$ cat src/rtl/fp16_mul_result_fifo_if.sv
// fp16_mul_result_fifo_if: handshake bundle between the fp16 multiplier,
// the result FIFO and the consumer datapath.
// master: producer/consumer side (testbench or surrounding datapath).
// slave : the FIFO itself.
interface fp16_mul_result_fifo_if;
  logic        in_valid;
  logic [15:0] in_data;
  logic        in_mul_ok;
  logic        in_ready;
  logic        out_valid;
  logic        out_ready;
  logic [15:0] out_data;
  logic [3:0]  out_class;

  modport master (
    output in_valid, in_data, in_mul_ok, out_ready,
    input  in_ready, out_valid, out_data, out_class
  );

  modport slave (
    input  in_valid, in_data, in_mul_ok, out_ready,
    output in_ready, out_valid, out_data, out_class
  );
endinterface

$ cat src/rtl/fp16_mul_result_fifo.sv
// fp16_mul_result_fifo: first-word-fall-through FIFO behind the fp16
// multiplier. Each entry carries the product word and its half-precision
// class {nan, inf, sub, zero}; saturating exception counters and sticky
// flags are kept for the consumer.
// Optional feature macro: FP16_CANON_NAN_EN -- when defined, NaN entries
// are stored as the canonical quiet NaN 16'h7E00 instead of the raw word.
module fp16_mul_result_fifo #(
  parameter int DEPTH = 8,
  parameter int CNT_W = 8
) (
  input  logic                 clk,
  input  logic                 rst,
  fp16_mul_result_fifo_if.slave bus,
  input  logic                 clr_stats,
  output logic [CNT_W-1:0]     nan_cnt,
  output logic [CNT_W-1:0]     inf_cnt,
  output logic [CNT_W-1:0]     zero_cnt,
  output logic [CNT_W-1:0]     drop_cnt,
  output logic [4:0]           sticky
);

  localparam int AW = $clog2(DEPTH);
  localparam logic [AW:0] FULL_CNT = (AW+1)'(DEPTH);

  typedef enum logic [1:0] {LVL_EMPTY, LVL_PARTIAL, LVL_FULL} level_e;

  level_e            level_q, level_d;
  logic [AW:0]       count_q, count_d;
  logic [AW-1:0]     wr_ptr_q, wr_ptr_d, rd_ptr_q, rd_ptr_d;
  logic [15:0]       data_mem_q [DEPTH];
  logic [15:0]       data_mem_d [DEPTH];
  logic [3:0]        class_mem_q [DEPTH];
  logic [3:0]        class_mem_d [DEPTH];
  logic [15:0]       last_data_q, last_data_d;
  logic [3:0]        last_class_q, last_class_d;
  logic [CNT_W-1:0]  nan_cnt_q, nan_cnt_d, inf_cnt_q, inf_cnt_d;
  logic [CNT_W-1:0]  zero_cnt_q, zero_cnt_d, drop_cnt_q, drop_cnt_d;
  logic [4:0]        sticky_q, sticky_d;

  logic [4:0]  in_exp;
  logic [9:0]  in_frac;
  logic        is_nan, is_inf, is_sub, is_zero;
  logic [3:0]  in_class;
  logic [15:0] store_data;
  logic        wr_en, rd_en, drop_evt;

  function automatic logic [CNT_W-1:0] sat_inc(input logic [CNT_W-1:0] v);
    return (v == {CNT_W{1'b1}}) ? v : v + 1'b1;
  endfunction

  // Handshake flags come straight from the registered level, never from inputs
  assign bus.in_ready  = (level_q != LVL_FULL);
  assign bus.out_valid = (level_q != LVL_EMPTY);
  assign wr_en         = bus.in_valid & bus.in_ready;
  assign rd_en         = bus.out_valid & bus.out_ready;
  assign drop_evt      = bus.in_valid & ~bus.in_ready;

  // Classify the incoming product; NaN masks every other class bit
  always_comb begin
    in_exp     = bus.in_data[14:10];
    in_frac    = bus.in_data[9:0];
    is_nan     = ~bus.in_mul_ok | ((in_exp == 5'h1F) & (in_frac != 10'd0));
    is_inf     = ~is_nan & (in_exp == 5'h1F) & (in_frac == 10'd0);
    is_zero    = ~is_nan & (in_exp == 5'h00) & (in_frac == 10'd0);
    is_sub     = ~is_nan & (in_exp == 5'h00) & (in_frac != 10'd0);
    in_class   = {is_nan, is_inf, is_sub, is_zero};
`ifdef FP16_CANON_NAN_EN
    store_data = is_nan ? 16'h7E00 : bus.in_data;
`else
    store_data = bus.in_data;
`endif
  end

  // Level FSM: occupancy count and EMPTY/PARTIAL/FULL tracking
  always_comb begin
    level_d = level_q;
    count_d = count_q;
    case (level_q)
      LVL_EMPTY: begin
        if (wr_en) begin
          count_d = (AW+1)'(1);
          level_d = LVL_PARTIAL;
        end
      end
      LVL_PARTIAL: begin
        if (wr_en && !rd_en) begin
          count_d = count_q + 1'b1;
          if (count_d == FULL_CNT) level_d = LVL_FULL;
        end else if (rd_en && !wr_en) begin
          count_d = count_q - 1'b1;
          if (count_d == '0) level_d = LVL_EMPTY;
        end
      end
      LVL_FULL: begin
        if (rd_en) begin
          count_d = count_q - 1'b1;
          level_d = LVL_PARTIAL;
        end
      end
      default: begin
        level_d = LVL_EMPTY;
        count_d = '0;
      end
    endcase
  end

  // Storage, pointers and the last-popped holding register
  always_comb begin
    data_mem_d   = data_mem_q;
    class_mem_d  = class_mem_q;
    wr_ptr_d     = wr_ptr_q;
    rd_ptr_d     = rd_ptr_q;
    last_data_d  = last_data_q;
    last_class_d = last_class_q;
    if (wr_en) begin
      data_mem_d[wr_ptr_q]  = store_data;
      class_mem_d[wr_ptr_q] = in_class;
      wr_ptr_d              = wr_ptr_q + 1'b1;
    end
    if (rd_en) begin
      last_data_d  = data_mem_q[rd_ptr_q];
      last_class_d = class_mem_q[rd_ptr_q];
      rd_ptr_d     = rd_ptr_q + 1'b1;
    end
  end

  // Head is shown while occupied; when empty the last popped entry is held
  assign bus.out_data  = (level_q == LVL_EMPTY) ? last_data_q  : data_mem_q[rd_ptr_q];
  assign bus.out_class = (level_q == LVL_EMPTY) ? last_class_q : class_mem_q[rd_ptr_q];

  // Statistics: clear wins over any event in the same cycle
  always_comb begin
    nan_cnt_d  = nan_cnt_q;
    inf_cnt_d  = inf_cnt_q;
    zero_cnt_d = zero_cnt_q;
    drop_cnt_d = drop_cnt_q;
    sticky_d   = sticky_q;
    if (clr_stats) begin
      nan_cnt_d  = '0;
      inf_cnt_d  = '0;
      zero_cnt_d = '0;
      drop_cnt_d = '0;
      sticky_d   = '0;
    end else begin
      if (wr_en) begin
        if (is_nan)  nan_cnt_d  = sat_inc(nan_cnt_q);
        if (is_inf)  inf_cnt_d  = sat_inc(inf_cnt_q);
        if (is_zero) zero_cnt_d = sat_inc(zero_cnt_q);
        sticky_d[3:0] = sticky_q[3:0] | in_class;
      end
      if (drop_evt) begin
        drop_cnt_d  = sat_inc(drop_cnt_q);
        sticky_d[4] = 1'b1;
      end
    end
  end

  assign nan_cnt  = nan_cnt_q;
  assign inf_cnt  = inf_cnt_q;
  assign zero_cnt = zero_cnt_q;
  assign drop_cnt = drop_cnt_q;
  assign sticky   = sticky_q;

  // State register; reset discards all queued entries immediately
  always_ff @(posedge clk or posedge rst) begin
    if (rst) begin
      level_q      <= LVL_EMPTY;
      count_q      <= '0;
      wr_ptr_q     <= '0;
      rd_ptr_q     <= '0;
      last_data_q  <= '0;
      last_class_q <= '0;
      nan_cnt_q    <= '0;
      inf_cnt_q    <= '0;
      zero_cnt_q   <= '0;
      drop_cnt_q   <= '0;
      sticky_q     <= '0;
      for (int i = 0; i < DEPTH; i++) begin
        data_mem_q[i]  <= '0;
        class_mem_q[i] <= '0;
      end
    end else begin
      level_q      <= level_d;
      count_q      <= count_d;
      wr_ptr_q     <= wr_ptr_d;
      rd_ptr_q     <= rd_ptr_d;
      last_data_q  <= last_data_d;
      last_class_q <= last_class_d;
      nan_cnt_q    <= nan_cnt_d;
      inf_cnt_q    <= inf_cnt_d;
      zero_cnt_q   <= zero_cnt_d;
      drop_cnt_q   <= drop_cnt_d;
      sticky_q     <= sticky_d;
      data_mem_q   <= data_mem_d;
      class_mem_q  <= class_mem_d;
    end
  end

endmodule

$ cat src/flat_wrapper.sv
// flat-port wrapper written by rule: the top's interface ports become plain ports
module fp16_mul_result_fifo_flat 
#(
  parameter int DEPTH = 8,
  parameter int CNT_W = 8
)
  (clk, rst, clr_stats, nan_cnt, inf_cnt, zero_cnt, drop_cnt, sticky, bus_in_valid, bus_in_data, bus_in_mul_ok, bus_out_ready, bus_in_ready, bus_out_valid, bus_out_data, bus_out_class);
  fp16_mul_result_fifo_if bus_i ();
  input  logic clk;
  input  logic rst;
  input  logic clr_stats;
  output logic [CNT_W-1:0] nan_cnt;
  output logic [CNT_W-1:0] inf_cnt;
  output logic [CNT_W-1:0] zero_cnt;
  output logic [CNT_W-1:0] drop_cnt;
  output logic [4:0] sticky;
  input wire logic [$bits(bus_i.in_valid)-1:0] bus_in_valid;
  input wire logic [$bits(bus_i.in_data)-1:0] bus_in_data;
  input wire logic [$bits(bus_i.in_mul_ok)-1:0] bus_in_mul_ok;
  input wire logic [$bits(bus_i.out_ready)-1:0] bus_out_ready;
  output wire logic [$bits(bus_i.in_ready)-1:0] bus_in_ready;
  output wire logic [$bits(bus_i.out_valid)-1:0] bus_out_valid;
  output wire logic [$bits(bus_i.out_data)-1:0] bus_out_data;
  output wire logic [$bits(bus_i.out_class)-1:0] bus_out_class;
  assign bus_i.in_valid = bus_in_valid;
  assign bus_i.in_data = bus_in_data;
  assign bus_i.in_mul_ok = bus_in_mul_ok;
  assign bus_i.out_ready = bus_out_ready;
  assign bus_in_ready = bus_i.in_ready;
  assign bus_out_valid = bus_i.out_valid;
  assign bus_out_data = bus_i.out_data;
  assign bus_out_class = bus_i.out_class;
  fp16_mul_result_fifo #(.DEPTH(DEPTH), .CNT_W(CNT_W)) u_core (.clk(clk), .rst(rst), .bus(bus_i), .clr_stats(clr_stats), .nan_cnt(nan_cnt), .inf_cnt(inf_cnt), .zero_cnt(zero_cnt), .drop_cnt(drop_cnt), .sticky(sticky));
endmodule
$ cat config.mk
export PLATFORM = sky130hd
export DESIGN_NAME = fp16_mul_result_fifo_flat
export DESIGN_NICKNAME = d
export VERILOG_FILES = /design/src/rtl/fp16_mul_result_fifo_if.sv /design/src/rtl/fp16_mul_result_fifo.sv /design/src/flat_wrapper.sv
export SDC_FILE = /design/constraint.sdc
export NUM_CORES = 1
export LEC_CHECK = 0
export BUFFER_PORTS_ARGS = -buffer_cell sky130_fd_sc_hd__buf_2
export CAP_MARGIN = 5
export CORE_MARGIN = 5
export CORE_UTILIZATION = 45
export CTS_CLUSTER_SIZE = 12
export DETAILED_ROUTE_END_ITERATION = 12
export GPL_ROUTABILITY_DRIVEN = 0
export PLACE_DENSITY_LB_ADDON = 0.1
export SLEW_MARGIN = 20
export SYNTH_ARGS = -nofsm -noshare
export SYNTH_HDL_FRONTEND = slang
export SYNTH_SLANG_ARGS = --single-unit
$ cat constraint.sdc
create_clock -name clk -period 10.95 [get_ports clk]
set_clock_uncertainty 0.1 [all_clocks]
set_input_delay 0.5475 -clock clk [delete_from_list [all_inputs] [get_ports clk]]
set_output_delay 0.5475 -clock clk [all_outputs]
set_load 0.02 [all_outputs]
==> reports/qor.yml <==
outcome:
  status: "finished, violations left"
  violations: "negative hold slack"
drt:
  finalWirelength_mm: 23.9
  vias_per_cell: 5.44
  drt-initial-drc-count: 367
  drc_errors: 0
  met3WireLength_um: 814
  met2WireLength_mm: 11.1
  drtPass1Iterations: 4
  wl_per_cell_um: 18.7
  topRoutingLayerUsed: "met4"
  postRouteAntennaNets: 0
  vias: 6960
  wl_met1_mm: 11.6
sta:
  setup-violations-final: 0
  tns_ns: 0
  fin_hold_ws_ns: -0.0280
  finalCriticalPeriod_ns: 3.68
  rsz0062_at_grt: "false"
  slew_headroom: 0.268
  hold_violations: 11
  period_share: 0.336
  slew_viol_final: 0
  worstMarginPinSlew_ns: 1.10
  fmax_mhz: 272
floorplan:
  num_rows: 56
  start_util: 0.459
  dieArea_sq_um: 27300
  core_area_sq_um: 23600
  die_h_um: 165
  die_width_um: 165
  io_pins: 81
layout:
  antenna_cells: 0
  nNetsFinal: 973
  area_delta_synth_final_pct: 13.5
  ff_latch_area_sq_um: 5730
  multi_input_area_sq_um: 4760
  final_cells: 1279
  drive_gt1_frac: 0.335
  fillerInstances: 2122
  final_core_util: 0.521
pwr:
  p_leak_uw: 0.00537
  p_per_area_nw_per_um2: 284
  ir_drop_v: 0.000179
clock_tree:
  cts_buffers: 26
  clkTransAtPathRegs_ns: 0.06
  cts_buffer_depth: 3
  cts_root_buf: "clkbuf_16"
  cts_resized: 0
  cts_tree: "built"
  clock_latency_ns: 0.51
  postCtsHoldBufs: 0
  cts_max_level: 1
  cts_setup_buffers: 0
  clkSinkCount: 229
logic_synthesis:
  netlist.area_leader.share: 0.529
  ys_seq_area_frac: 0.529
  muxShareOfSynthArea: 0.244
  synth.area.top_cells: "dfrtp_1 (53%), mux2_2 (14%), mux4_2 (8.3%)"
  synth-compound-area-share: 0.0677
  syn_nets: 923
  synth_edf_count: 0
  synthFlopType: "dfrtp_1"
  ys_seq_elements: 229
  synth_cells: 892
  synthAdderAreaFrac: 0.0104
  async_flop_share: 1.00
  yosys.area.top_type: "dfrtp_1"
  synth-simple-area-share: 0.102
  postSynthAreaPerCell_sq_um: 12.1
  yosysWarnings: 0
  syn_area_sq_um: 10800
  netlist-cell-type-count: 53
  synth-xor-area-share: 0.0145
  synth_top_family_by_area: "multiplexers"
flow_run:
  max-cap-violations: 0
grt:
  grt_pass1_wl_mm: 38.9
  grt_max_degree: 82
  grt_pass1_vias: 6900
  antenna_found_initial: 0
  track_usage: 0.179
  grt_overflow: 0
placed_design:
  dpl.hpwl_mm: 14.7
  dp.cells: 1233
  io_buffer_count: 80
worst_hold_path:
  hp-class: "in2async"
worst_setup_path:
  crit_path_end_kind: "primary output"
  arrival_ns: 3.03
  crit_fanout: 23
  critical_path_class: "reg2out"
  cp-start-kind: "flop"
  critPathRequiredTime_ns: 10.30
==> where the power goes <==
part	internal, uW	switching (uW)
Sequential	1160	245
Clock	518	336
Combinational	658	578
==> registers in the layout, summed over array words and instances (netlist names), 5 cells and up <==
register / count
u_core.zero_cnt: 8
u_core.drop_cnt: 8
u_core.data_mem_q: 128
u_core.nan_cnt: 8
u_core.inf_cnt: 8
u_core.last_data_q: 16
u_core.class_mem_q: 32
u_core.sticky: 5
==> kinds of logic after synthesis <==
logic type               Yosys count
adder cells (fa/ha/maj)            9
AO/OA/AOI/OAI                    131
buffers and inverters             83
flip-flops                       229
AND/OR/NAND/NOR                  224
multiplexers                     198
XOR/XNOR                          18
==> path summary, 6_finish.rpt <==
path	end	cells after the start	slack (ns)	start
worst max register to register	u_core.data_mem_q[127]$_DFFE_PP0P_	6	7.73	u_core.level_q[1]$_DFFE_PP0P_
worst min register to register	u_core.class_mem_q[11]$_DFFE_PP0P_	2	0.38	u_core.class_mem_q[11]$_DFFE_PP0P_
min in group clk	u_core.data_mem_q[111]$_DFFE_PP0P_	2	0.29	bus_in_data[15]
max in group asynchronous	u_core.inf_cnt[7]$_DFFE_PP0P_	4	8.47	rst
worst min-delay path	u_core.drop_cnt[5]$_DFFE_PP0P_	2	-0.03	rst
worst max-delay path	bus_out_data[15]	5	7.27	u_core.rd_ptr_q[0]$_DFFE_PP0P_
==> worst max-delay path: stages (launching register included) <==
cell and delay (ns):
dfrtp_2 0.81, buf_4 0.54, mux4_2 0.56, mux2i_1 0.29, a21oi_1 0.11, buf_2 0.20
==> cells in the final DEF, fill, tap and decap left out, types with 4 or more instances in the layout <==
cell         n
inv_1       12
ha_1         9
a31oi_1      8
or4_1        7
clkbuf_8     7
nor4_1       4
nor3_1      11
nand2b_1     7
nor2b_1      7
mux2i_1     27
a21oi_1     38
buf_4       11
buf_2       80
dfrtp_1    227
o31ai_1      8
mux4_2      40
nor2_1      56
or3_1        7
mux2_2     131
clkbuf_16   27
nand2_1     76
nand4_1      8
xnor2_1     15
o21ai_0     62
clkinv_2     7
nand3_1     20
==> area by class of cell <==
type	instances	area share
Timing Repair Buffer	91	0.0393
Clock buffer	37	0.0637
Clock inverter	9	0.00590
Multi-Input combinational cell	580	0.388
Tap cell	319	0.0325
Sequential cell	229	0.466
Inverter	14	0.00488
==> routing by layer <==
layer  GRT usage  up-vias
met3      0.0256       30
met2       0.278      109
met1       0.268     3515
met4      0.0382        0
li1            -     3306
met5           0        -
==> cells in the mapped netlist, types with 9 or more instances <==
cell	number
nand2_1	76
inv_1	13
xnor2_1	15
a21oi_1	38
dfrtp_1	229
mux2i_1	27
nand3_1	20
clkbuf_1	46
ha_1	9
nor3_1	12
mux4_2	40
nor2_1	56
o21ai_0	62
mux2_2	131
buf_2	15
==> metrics by stage <==
stage	setup slack, ns	hold WS (ns)	power [uW]	cell area (sq um)
2_1_floorplan	4.03	0.345	2330	10800
3_3_place_gp	7.70	0.357	2640	11400
3_5_place_dp	7.65	0.366	2680	11400
4_1_cts	7.15	0.00555	3550	12300
5_1_grt	6.98	0.0306	3730	12300
6_report	7.27	-0.0280	3490	12300
No activity file was read; power rests on OpenSTA's default activity.
